<file path="src/rtl/elastic_buf_pkg.sv">
// Shared definitions for the RX elastic buffer: SKP code groups, read-side FSM
// states and Gray/binary helpers.
package elastic_buf_pkg;

  localparam logic [9:0] SKP_SYM_N = 10'h0F4;
  localparam logic [9:0] SKP_SYM_P = 10'h30B;

  typedef enum logic {FILL, RUN} state_t;

  function automatic int unsigned addr_w(input int unsigned depth);
    return $clog2(depth);
  endfunction

  function automatic logic [31:0] bin2gray(input logic [31:0] b);
    return b ^ (b >> 1);
  endfunction

  function automatic logic [31:0] gray2bin(input logic [31:0] g);
    logic [31:0] b;
    b[31] = g[31];
    for (int unsigned i = 31; i > 0; i--) b[i-1] = b[i] ^ g[i-1];
    return b;
  endfunction

endpackage

</file>
<file path="src/rtl/read_pointer_control_if.sv">
// Read-port bundle of the elastic buffer: write-pointer/RAM inputs and the
// read-side symbol, pointer and status outputs.
interface read_pointer_control_if #(
  parameter int unsigned DATA_WIDTH   = 10,
  parameter int unsigned BUFFER_DEPTH = 16
);
  import elastic_buf_pkg::*;

  localparam int unsigned ADDR_W = addr_w(BUFFER_DEPTH);

  logic [ADDR_W:0]       gray_write_pointer;
  logic [DATA_WIDTH-1:0] data_in;
  logic [ADDR_W-1:0]     read_address;
  logic [ADDR_W:0]       gray_read_pointer;
  logic [DATA_WIDTH-1:0] data_out;
  logic                  data_valid;
  logic                  underflow;
  logic                  skp_added;
  logic                  skp_removed;

  modport master (
    input  gray_write_pointer, data_in,
    output read_address, gray_read_pointer, data_out, data_valid,
           underflow, skp_added, skp_removed
  );

  modport slave (
    output gray_write_pointer, data_in,
    input  read_address, gray_read_pointer, data_out, data_valid,
           underflow, skp_added, skp_removed
  );

endinterface

</file>
<file path="src/rtl/binToGray.sv">
// Binary-to-Gray converter.
module binToGray #(
  parameter int unsigned WIDTH = 5
) (
  input  logic [WIDTH-1:0] bin,
  output logic [WIDTH-1:0] gray
);
  import elastic_buf_pkg::*;

  assign gray = WIDTH'(bin2gray(32'(bin)));

endmodule

</file>
<file path="src/rtl/grayToBin.sv">
// Gray-to-binary converter, counterpart of binToGray.
module grayToBin #(
  parameter int unsigned WIDTH = 5
) (
  input  logic [WIDTH-1:0] gray,
  output logic [WIDTH-1:0] bin
);
  import elastic_buf_pkg::*;

  assign bin = WIDTH'(gray2bin(32'(gray)));

endmodule

</file>
<file path="src/rtl/read_pointer_control.sv">
// RX elastic buffer read side: write-pointer sync, fill level, symbol read,
// SKP insert/delete and underflow. `RPC_SYNC3_EN selects a 3-flop synchroniser.
module read_pointer_control
  import elastic_buf_pkg::*;
#(
  parameter int unsigned DATA_WIDTH   = 10,
  parameter int unsigned BUFFER_DEPTH = 16
) (
  input logic                    read_clk,
  input logic                    rst,
  input logic                    buffer_mode,
  read_pointer_control_if.master bus
);

  localparam int unsigned ADDR_W = addr_w(BUFFER_DEPTH);
  localparam int unsigned PW     = ADDR_W + 1;
`ifdef RPC_SYNC3_EN
  localparam int unsigned SYNC_N = 3;
`else
  localparam int unsigned SYNC_N = 2;
`endif
  localparam logic [PW-1:0] T_EMPTY = PW'(2);
  localparam logic [PW-1:0] T_HALF  = PW'(BUFFER_DEPTH / 2);

  state_t                state, state_next;
  logic [PW-1:0]         wsync [SYNC_N];
  logic [PW-1:0]         wbin, rbin, rbin_next, rgray, rgray_next;
  logic [PW-1:0]         fill, target, lo, hi;
  logic                  adj_done, adj_done_next, is_skp;
  logic [DATA_WIDTH-1:0] data_q, data_next;
  logic                  valid_q, valid_next;
  logic                  under_q, under_next;
  logic                  added_q, added_next;
  logic                  removed_q, removed_next;

  always_ff @(posedge read_clk or posedge rst) begin
    if (rst) begin
      for (int unsigned i = 0; i < SYNC_N; i++) wsync[i] <= '0;
    end else begin
      wsync[0] <= bus.gray_write_pointer;
      for (int unsigned i = 1; i < SYNC_N; i++) wsync[i] <= wsync[i-1];
    end
  end

  grayToBin #(.WIDTH(PW)) u_gray_to_bin (.gray(wsync[SYNC_N-1]), .bin(wbin));
  // Gray is taken from rbin_next so the registered pointer always equals gray(rbin).
  binToGray #(.WIDTH(PW)) u_bin_to_gray (.bin(rbin_next), .gray(rgray_next));

  assign fill   = wbin - rbin;
  assign target = buffer_mode ? T_HALF : T_EMPTY;
  assign lo     = target - PW'(1);
  assign hi     = target + PW'(1);
  assign is_skp = (bus.data_in == DATA_WIDTH'(SKP_SYM_N)) ||
                  (bus.data_in == DATA_WIDTH'(SKP_SYM_P));

  always_comb begin
    state_next    = state;
    rbin_next     = rbin;
    adj_done_next = adj_done;
    data_next     = data_q;
    valid_next    = 1'b0;
    under_next    = 1'b0;
    added_next    = 1'b0;
    removed_next  = 1'b0;
    unique case (state)
      FILL: begin
        if (fill >= target) state_next = RUN;
      end
      RUN: begin
        if (fill == '0) begin
          under_next = 1'b1;
          state_next = FILL;
        end else if (is_skp && (fill <= lo) && !adj_done) begin
          // Hold the pointer so the same SKP is emitted again next cycle.
          data_next     = bus.data_in;
          valid_next    = 1'b1;
          added_next    = 1'b1;
          adj_done_next = 1'b1;
        end else if (is_skp && (fill >= hi) && !adj_done) begin
          rbin_next     = rbin + PW'(1);
          removed_next  = 1'b1;
          adj_done_next = 1'b1;
        end else begin
          rbin_next  = rbin + PW'(1);
          data_next  = bus.data_in;
          valid_next = 1'b1;
          if (!is_skp) adj_done_next = 1'b0;
        end
      end
      default: state_next = FILL;
    endcase
  end

  always_ff @(posedge read_clk or posedge rst) begin
    if (rst) begin
      state     <= FILL;
      rbin      <= '0;
      rgray     <= '0;
      adj_done  <= 1'b0;
      data_q    <= '0;
      valid_q   <= 1'b0;
      under_q   <= 1'b0;
      added_q   <= 1'b0;
      removed_q <= 1'b0;
    end else begin
      state     <= state_next;
      rbin      <= rbin_next;
      rgray     <= rgray_next;
      adj_done  <= adj_done_next;
      data_q    <= data_next;
      valid_q   <= valid_next;
      under_q   <= under_next;
      added_q   <= added_next;
      removed_q <= removed_next;
    end
  end

  assign bus.read_address      = rbin[ADDR_W-1:0];
  assign bus.gray_read_pointer = rgray;
  assign bus.data_out          = data_q;
  assign bus.data_valid        = valid_q;
  assign bus.underflow         = under_q;
  assign bus.skp_added         = added_q;
  assign bus.skp_removed       = removed_q;

endmodule

</file>
<file path="src/flat_wrapper.sv">
// flat-port wrapper written by rule: the top's interface ports become plain ports
module read_pointer_control_flat import elastic_buf_pkg::*;
#(
  parameter int unsigned DATA_WIDTH   = 10,
  parameter int unsigned BUFFER_DEPTH = 16
)
  (read_clk, rst, buffer_mode, bus_gray_write_pointer, bus_data_in, bus_read_address, bus_gray_read_pointer, bus_data_out, bus_data_valid, bus_underflow, bus_skp_added, bus_skp_removed);
  read_pointer_control_if #(.DATA_WIDTH(DATA_WIDTH), .BUFFER_DEPTH(BUFFER_DEPTH)) bus_i ();
  input logic read_clk;
  input logic rst;
  input logic buffer_mode;
  input wire logic [$bits(bus_i.gray_write_pointer)-1:0] bus_gray_write_pointer;
  input wire logic [$bits(bus_i.data_in)-1:0] bus_data_in;
  output wire logic [$bits(bus_i.read_address)-1:0] bus_read_address;
  output wire logic [$bits(bus_i.gray_read_pointer)-1:0] bus_gray_read_pointer;
  output wire logic [$bits(bus_i.data_out)-1:0] bus_data_out;
  output wire logic [$bits(bus_i.data_valid)-1:0] bus_data_valid;
  output wire logic [$bits(bus_i.underflow)-1:0] bus_underflow;
  output wire logic [$bits(bus_i.skp_added)-1:0] bus_skp_added;
  output wire logic [$bits(bus_i.skp_removed)-1:0] bus_skp_removed;
  assign bus_i.gray_write_pointer = bus_gray_write_pointer;
  assign bus_i.data_in = bus_data_in;
  assign bus_read_address = bus_i.read_address;
  assign bus_gray_read_pointer = bus_i.gray_read_pointer;
  assign bus_data_out = bus_i.data_out;
  assign bus_data_valid = bus_i.data_valid;
  assign bus_underflow = bus_i.underflow;
  assign bus_skp_added = bus_i.skp_added;
  assign bus_skp_removed = bus_i.skp_removed;
  read_pointer_control #(.DATA_WIDTH(DATA_WIDTH), .BUFFER_DEPTH(BUFFER_DEPTH)) u_core (.read_clk(read_clk), .rst(rst), .buffer_mode(buffer_mode), .bus(bus_i));
endmodule
</file>
<file path="config.mk">
export PLATFORM = sky130hd
export DESIGN_NAME = read_pointer_control_flat
export DESIGN_NICKNAME = d
export VERILOG_FILES = /design/src/rtl/elastic_buf_pkg.sv /design/src/rtl/read_pointer_control_if.sv /design/src/rtl/binToGray.sv /design/src/rtl/grayToBin.sv /design/src/rtl/read_pointer_control.sv /design/src/flat_wrapper.sv
export SDC_FILE = /design/constraint.sdc
export NUM_CORES = 1
export LEC_CHECK = 0
export BUFFER_PORTS_ARGS = -buffer_cell sky130_fd_sc_hd__buf_2
export CAP_MARGIN = 20
export CORE_ASPECT_RATIO = 0.6
export CORE_MARGIN = 5
export CORE_UTILIZATION = 45
export CTS_BUF_LIST = sky130_fd_sc_hd__clkbuf_16
export DETAILED_ROUTE_END_ITERATION = 10
export PLACE_DENSITY = 0.69
export SLEW_MARGIN = 20
export SYNTH_ARGS = -nofsm -noshare
export SYNTH_HDL_FRONTEND = slang
export SYNTH_SLANG_ARGS = --single-unit
export TNS_END_PERCENT = 50
</file>
<file path="constraint.sdc">
create_clock -name read_clk -period 4.8 [get_ports read_clk]
set_input_delay 0 -clock read_clk [delete_from_list [all_inputs] [get_ports read_clk]]
set_output_delay 0 -clock read_clk [all_outputs]
set_load 0.05 [all_outputs]
</file>
==> results by group, run 1 <==
Synth
  – Ys async rst share: 100%
  – Yosys warns: 0
  – Mapped Area: 1780 um^2
  – Mux cell area share after synthesis: 8.23%
  – Simple-gate share of the synthesized area: 9.70%
  – Post-Syn Instances: 144
  – Post-Synth Adder-Cell Area: around 8.9%
  – Number of flops mapped to enable cells by yosys: 0
  – XOR/XNOR share of the synthesized area: 9.63%
  – Top_reg_cell synth: dfrtp_1
  – Synthesized net count: 174
  – Flip-flop and latch count after synthesis: 35
  – Seq/Total Area, Yosys: 49.2%
  – Largest family of logic cells by synthesized area: compound AO/OA/AOI/OAI gates
  – Complex-gate fraction of the synthesized area: 9.92%
  – Yosys cell types: 38
  – Mapped Avg Cell Area: 12.4 um^2

Clocking
  – # hold bufs at CTS: 16
  – Number of buffers created by CTS: 5
  – Clock root cell: clkbuf_16
  – PostCTS Resize Cnt: 0
  – Clock H-tree levels: 2
  – Post-CTS Setup Bufs: 0
  – Clock sink count: 35
  – CTS tree: yes
  – Worst-path clk slew: 60 ps
  – Clock Path Buffers: 2
  – Clk_lat worst skew: 280 ps

Route
  – WL final: 3550 um
  – Initial drt markers: 60
  – Met3 routed WL: 202 um
  – Wire per inst: 14.1 um
  – DR vias/cell: 4.90
  – Via count: 1234
  – DRC: 0
  – M1 wire length: 1630 um
  – Highest routing layer actually used: met4
  – DRT antenna net count: 0
  – Drt first pass iters: 4
  – Metal2 WL: 1660 um

Hold path
  – Hold Crit Start: buffer_mode
  – HP Class: input port to flop
  – Hold path depth: 5
  – Min-Delay Endpoint: u_core.state

Timing
  – Max Clk Rate: 237 MHz
  – Period Utilization, post-route: 88.0%
  – Max transition margin: between 50% and 60%
  – Worst Clk Skew: about 7.8 ps
  – Min Tclk post-route: 4230 ps
  – Final setup vio count: 0
  – Worst slew pin tran: between 700 and 800 ps
  – RSZ-0062 raised after global routing: no
  – Setup TNS: 0 ps
  – Final slew viol count: 0
  – Hold Violations, Final: 0

Placed design
  – Port bufs: 40
  – Routability cong.: 0.860
  – HPWL Detailed: 2620 um

Critical path
  – Worst Path Arrival: 4400 ps
  – Worst r2r dst: u_core.bus.data_out[5]
  – Startpoint types: flop
  – Reg2reg setup slack: 570 ps
  – Crit path max fanout: 11
  – Crit path from: u_core.wsync[4]
  – Crit end category: flop
  – Crit path cell chain: xor2_1, xor2_1, xor2_1, xnor2_1, ha_1, inv_1, fa_1, ha_1, nor2_1, o31ai_1, a311o_1, o21ai_2, mux2_2
  – Slowest cell on the critical path: o21ai_2
  – Worst Reg-to-Reg Cells: 13
  – Worst path bufs/invs: 1
  – Critical path class: flop to flop
  – Crit path top cell by count: xor2_1
  – Top delay family on crit path: compound AO/OA/AOI/OAI gates
  – Largest stage delay on the critical path: 630 ps
  – FF-to-FF Start: u_core.wsync[4]
  – CP required: 4970 ps

Cells and area
  – Antenna cells: 0
  – Register area: approximately 900 um^2
  – Fin nets: approximately 230
  – Area delta synth->final: 31.5%
  – Area of the multi-input gates: 825 um^2
  – Filler Cells Inserted: 287
  – Most frequent cells in the layout: buf_2 (40), dfrtp_1 (35), dlygate4sd3_1 (16)
  – Commonest non-fill, non-tap cell in the layout: buf_2
  – Layout cells sized above 1: 32.2%

Floorplan
  – Std cell rows: 17
  – Core area: 3740 um^2
  – Initial Utilization: 47.5%
  – Die area: 5350 um^2
  – Io pins: 41
  – Die X-Extent: about 91 um
  – Die height: 58.7 um

GRT
  – GRT Util Overall: 14.6%
  – Vias in the first global route: 1200
  – First-pass GRT wire length: 5910 um
  – Initial antenna violation count: 0
  – Largest net degree at the start of global routing: 36
  – Grt ovf: 0

Flow run
  – Max-cap viol count: 0

Run status
  – Outcome: finished, final reports clean
==> through the flow <==
stage	util [%]	hold WS (ps)	cells	instance area, um^2	setup WS, ps
floorplan	-	31.4	144	1780	1120
global placement	53.8	102	228	2020	751
detailed placement	53.8	109	228	2020	580
CTS	62.5	319	252	2340	546
global route	62.5	355	252	2340	347
finish	62.5	322	252	2340	574
==> layout make-up <==
class	count	area share, %
Clock buffer	5	5.35
Clock inverter	3	1.66
Inverter	13	2.09
Multi-Input combinational cell	92	35.2
Sequential cell	35	37.4
Tap cell	47	2.51
Timing Repair Buffer	57	15.7
==> Yosys cell counts (6+ instances only) <==
cell type | number | area share (%)
dfrtp_1 | 35 | 49
xor2_1 | 7 | 3.4
nand2_1 | 6 | 1.3
a21oi_1 | 7 | 2.0
o21ai_0 | 6 | 1.7
xnor2_1 | 7 | 3.4
nor2_1 | 7 | 1.5
ha_1 | 11 | 7.7
mux2_4 | 9 | 7.6
inv_1 | 13 | 2.7
==> logic make-up after synthesis <==
kind of cell             after synthesis
AND/OR/NAND/NOR                       28
buffers and inverters                 17
adder cells (fa/ha/maj)               12
multiplexers                          10
flip-flops                            35
XOR/XNOR                              17
AO/OA/AOI/OAI                         25
==> registers in the layout (all words and copies together) (netlist names) <==
register,cells
u_core.bus.skp_added,1
u_core.bus.data_valid,1
u_core.bus.skp_removed,1
u_core.state,1
u_core.rbin,5
u_core.bus.underflow,1
u_core.adj_done,1
u_core.bus.data_out,10
u_core.wsync,10
u_core.bus.gray_read_pointer,4
==> worst max path at each step <==
stage	end	slack [ps]	cells after the start
global route	u_core.bus.data_out[5]	350	13
CTS	u_core.bus.data_out[5]	550	13
global placement	u_core.bus.data_out[5]	750	13
finish	u_core.bus.data_out[5]	570	13
detailed placement	u_core.bus.data_out[5]	580	13
floorplan	u_core.bus.gray_read_pointer[3]	1120	17
==> worst register-to-register path: cells and delay by family (launching register included) <==
kind | cells | cell delay (ps)
simple gates | 1 | 100
flops | 1 | 410
compound gates | 3 | 1120
xor+xnor | 4 | 1000
mux | 1 | 410
fa+ha+maj | 3 | 1030
buf+inv | 1 | 50
==> metal layers <==
layer / vias to the layer above / global-route usage [%]
met5: - / 0
met4: 0 / 6.90
met3: 7 / 5.36
met2: 25 / 21.3
met1: 583 / 19.4
li1: 619 / -
Power of run 1 is not shown: default switching activity piles up to over one toggle a cycle in this logic, so the estimate is an artifact.
==> inputs of run 2 (changes only) <==
--- a/config.mk
+++ b/config.mk
@@ -9,10 +9,10 @@
 export CAP_MARGIN = 20
 export CORE_ASPECT_RATIO = 0.6
 export CORE_MARGIN = 5
-export CORE_UTILIZATION = 45
+export CORE_UTILIZATION = 53
 export CTS_BUF_LIST = sky130_fd_sc_hd__clkbuf_16
 export DETAILED_ROUTE_END_ITERATION = 10
-export PLACE_DENSITY = 0.69
+export PLACE_DENSITY = 0.79
 export SLEW_MARGIN = 20
 export SYNTH_ARGS = -nofsm -noshare
 export SYNTH_HDL_FRONTEND = slang
==> run 2 against run 1 <==
Non-clock buffer count shrank 1. Clock skew shrank 2.7 ps. Final area fell by 1.3%. Fmax fell by 1.0%. Register-to-register slack worse by 40 ps. Die area decreased by 13%. Core utilization rose by 8.7 points. Global-route usage up 2.7 points.
==> results by group, run 2 (same netlist as run 1, synthesis figures left out) <==
Clocking
  – Clock sink count: 35
  – Clock Path Buffers: 2
  – Worst-path clk slew: 50 ps
  – PostCTS Resize Cnt: 0
  – Post-CTS Setup Bufs: 0
  – Number of buffers created by CTS: 5
  – Clock H-tree levels: 2
  – Clock root cell: clkbuf_16
  – CTS tree: yes
  – # hold bufs at CTS: 15
  – Clk_lat worst skew: roughly 280 ps

Critical path
  – Largest stage delay on the critical path: roughly 640 ps
  – Worst path bufs/invs: 1
  – Crit path max fanout: 11
  – CP required: 4970 ps
  – Crit path cell chain: xor2_1, xor2_1, xor2_1, xnor2_1, ha_1, inv_1, fa_1, ha_1, nor2_1, o31ai_1, a311o_1, o21ai_2, mux2_2
  – FF-to-FF Start: u_core.wsync[4]
  – Critical path class: flop to flop
  – Startpoint types: flop
  – Worst Path Arrival: 4440 ps
  – Top delay family on crit path: compound AO/OA/AOI/OAI gates
  – Crit end category: flop
  – Slowest cell on the critical path: o21ai_2
  – Crit path from: u_core.wsync[4]
  – Crit path top cell by count: xor2_1

Placed design
  – Placed insts: 226
  – Port bufs: 40
  – Routability cong.: ~0.88
  – HPWL Detailed: 2570 um

Cells and area
  – Register area: a little under 900 um^2
  – Commonest non-fill, non-tap cell in the layout: buf_2
  – Area delta synth->final: 29.7%
  – Area of the multi-input gates: between 800 and 900 um^2
  – Most frequent cells in the layout: buf_2 (40), dfrtp_1 (35), dlygate4sd3_1 (15)
  – Non-Filler Instances: roughly 250
  – Fin nets: 233
  – Fin util: a little under three quarters
  – Filler Cells Inserted: 234
  – Antenna cells: 0
  – Layout cells sized above 1: 32.8%

Floorplan
  – Initial Utilization: 54.9%
  – Io pins: 41
  – Die height: 54.9 um
  – Core area: approximately 3200 um^2
  – Std cell rows: 16
  – Die area: between 4000 and 5000 um^2
  – Die X-Extent: 84.8 um

Hold path
  – Hold Crit Start: bus_data_in[7]
  – HP Class: input port to flop

Route
  – Initial drt markers: 37
  – WL final: 3660 um
  – DR vias/cell: 5.06
  – DRC: 0
  – Drt first pass iters: 4
  – DRT antenna net count: 0
  – Via count: 1259
  – Wire per inst: 14.7 um

Flow run
  – Max-cap viol count: 0

GRT
  – Grt ovf: 0
  – GRT Util Overall: 17.3%
  – First-pass GRT wire length: between 5000 and 6000 um
  – Vias in the first global route: 1241
  – Largest net degree at the start of global routing: 36
  – Initial antenna violation count: 0

Run status
  – Outcome: finished, final reports clean

Timing
  – Final setup vio count: 0
  – Period Utilization, post-route: between 80% and 90%
  – Final slew viol count: 0
  – Setup TNS: 0 ps
  – Min Tclk post-route: 4270 ps
  – Worst slew pin tran: 762 ps
  – Max transition margin: 49.2%
  – RSZ-0062 raised after global routing: no
  – Worst hold slack: 24.0 ps
  – Worst Clk Skew: 5.10 ps
  – Max Clk Rate: roughly 230 MHz
  – Hold Violations, Final: 0
==> run 2: changes by cell type in the layout (fill, tap and decap cells not counted) <==
cell / change
dlygate4sd3_1: -1
clkinv_1: -1
bufinv_16: -1
clkinvlp_4: +2
==> run 2: layout make-up <==
cell class	instances	area share, %
Clock buffer	5	5.42
Clock inverter	3	0.867
Inverter	13	2.11
Multi-Input combinational cell	92	35.7
Sequential cell	35	37.9
Tap cell	45	2.44
Timing Repair Buffer	56	15.5
==> run 2: final timing paths <==
check | endpoint | cells past startpoint | slack (ps)
worst min-delay path | u_core.bus.data_out[7] | 2 | 20
worst max register to register | u_core.bus.data_out[5] | 13 | 530
max in group asynchronous | u_core.bus.gray_read_pointer[0] | 4 | 4140
worst min register to register | u_core.wsync[0] | 0 | 350
worst max-delay path | u_core.bus.data_out[5] | 13 | 530
min in group asynchronous | u_core.bus.data_out[2] | 4 | 350
==> run 2: routing by layer <==
| metal | GRT usage [%] | vias to the layer above | wire (um) |
|---|---|---|---|
| met2 | 28.8 | 39 | 1780 |
| met4 | 7.89 | 0 | 68 |
| met5 | 0 | - | 0 |
| met1 | 21.4 | 594 | 1590 |
| met3 | 4.96 | 8 | 225 |
| li1 | - | 618 | - |
==> run 2: through the flow <==
stage | setup slack, ps | cell area (um^2)
floorplan | 1120 | 1780
global placement | 762 | 2010
detailed placement | 546 | 2010
CTS | 503 | 2310
global route | 233 | 2310
finish | 530 | 2310
Power of run 2 is left out for the same reason.
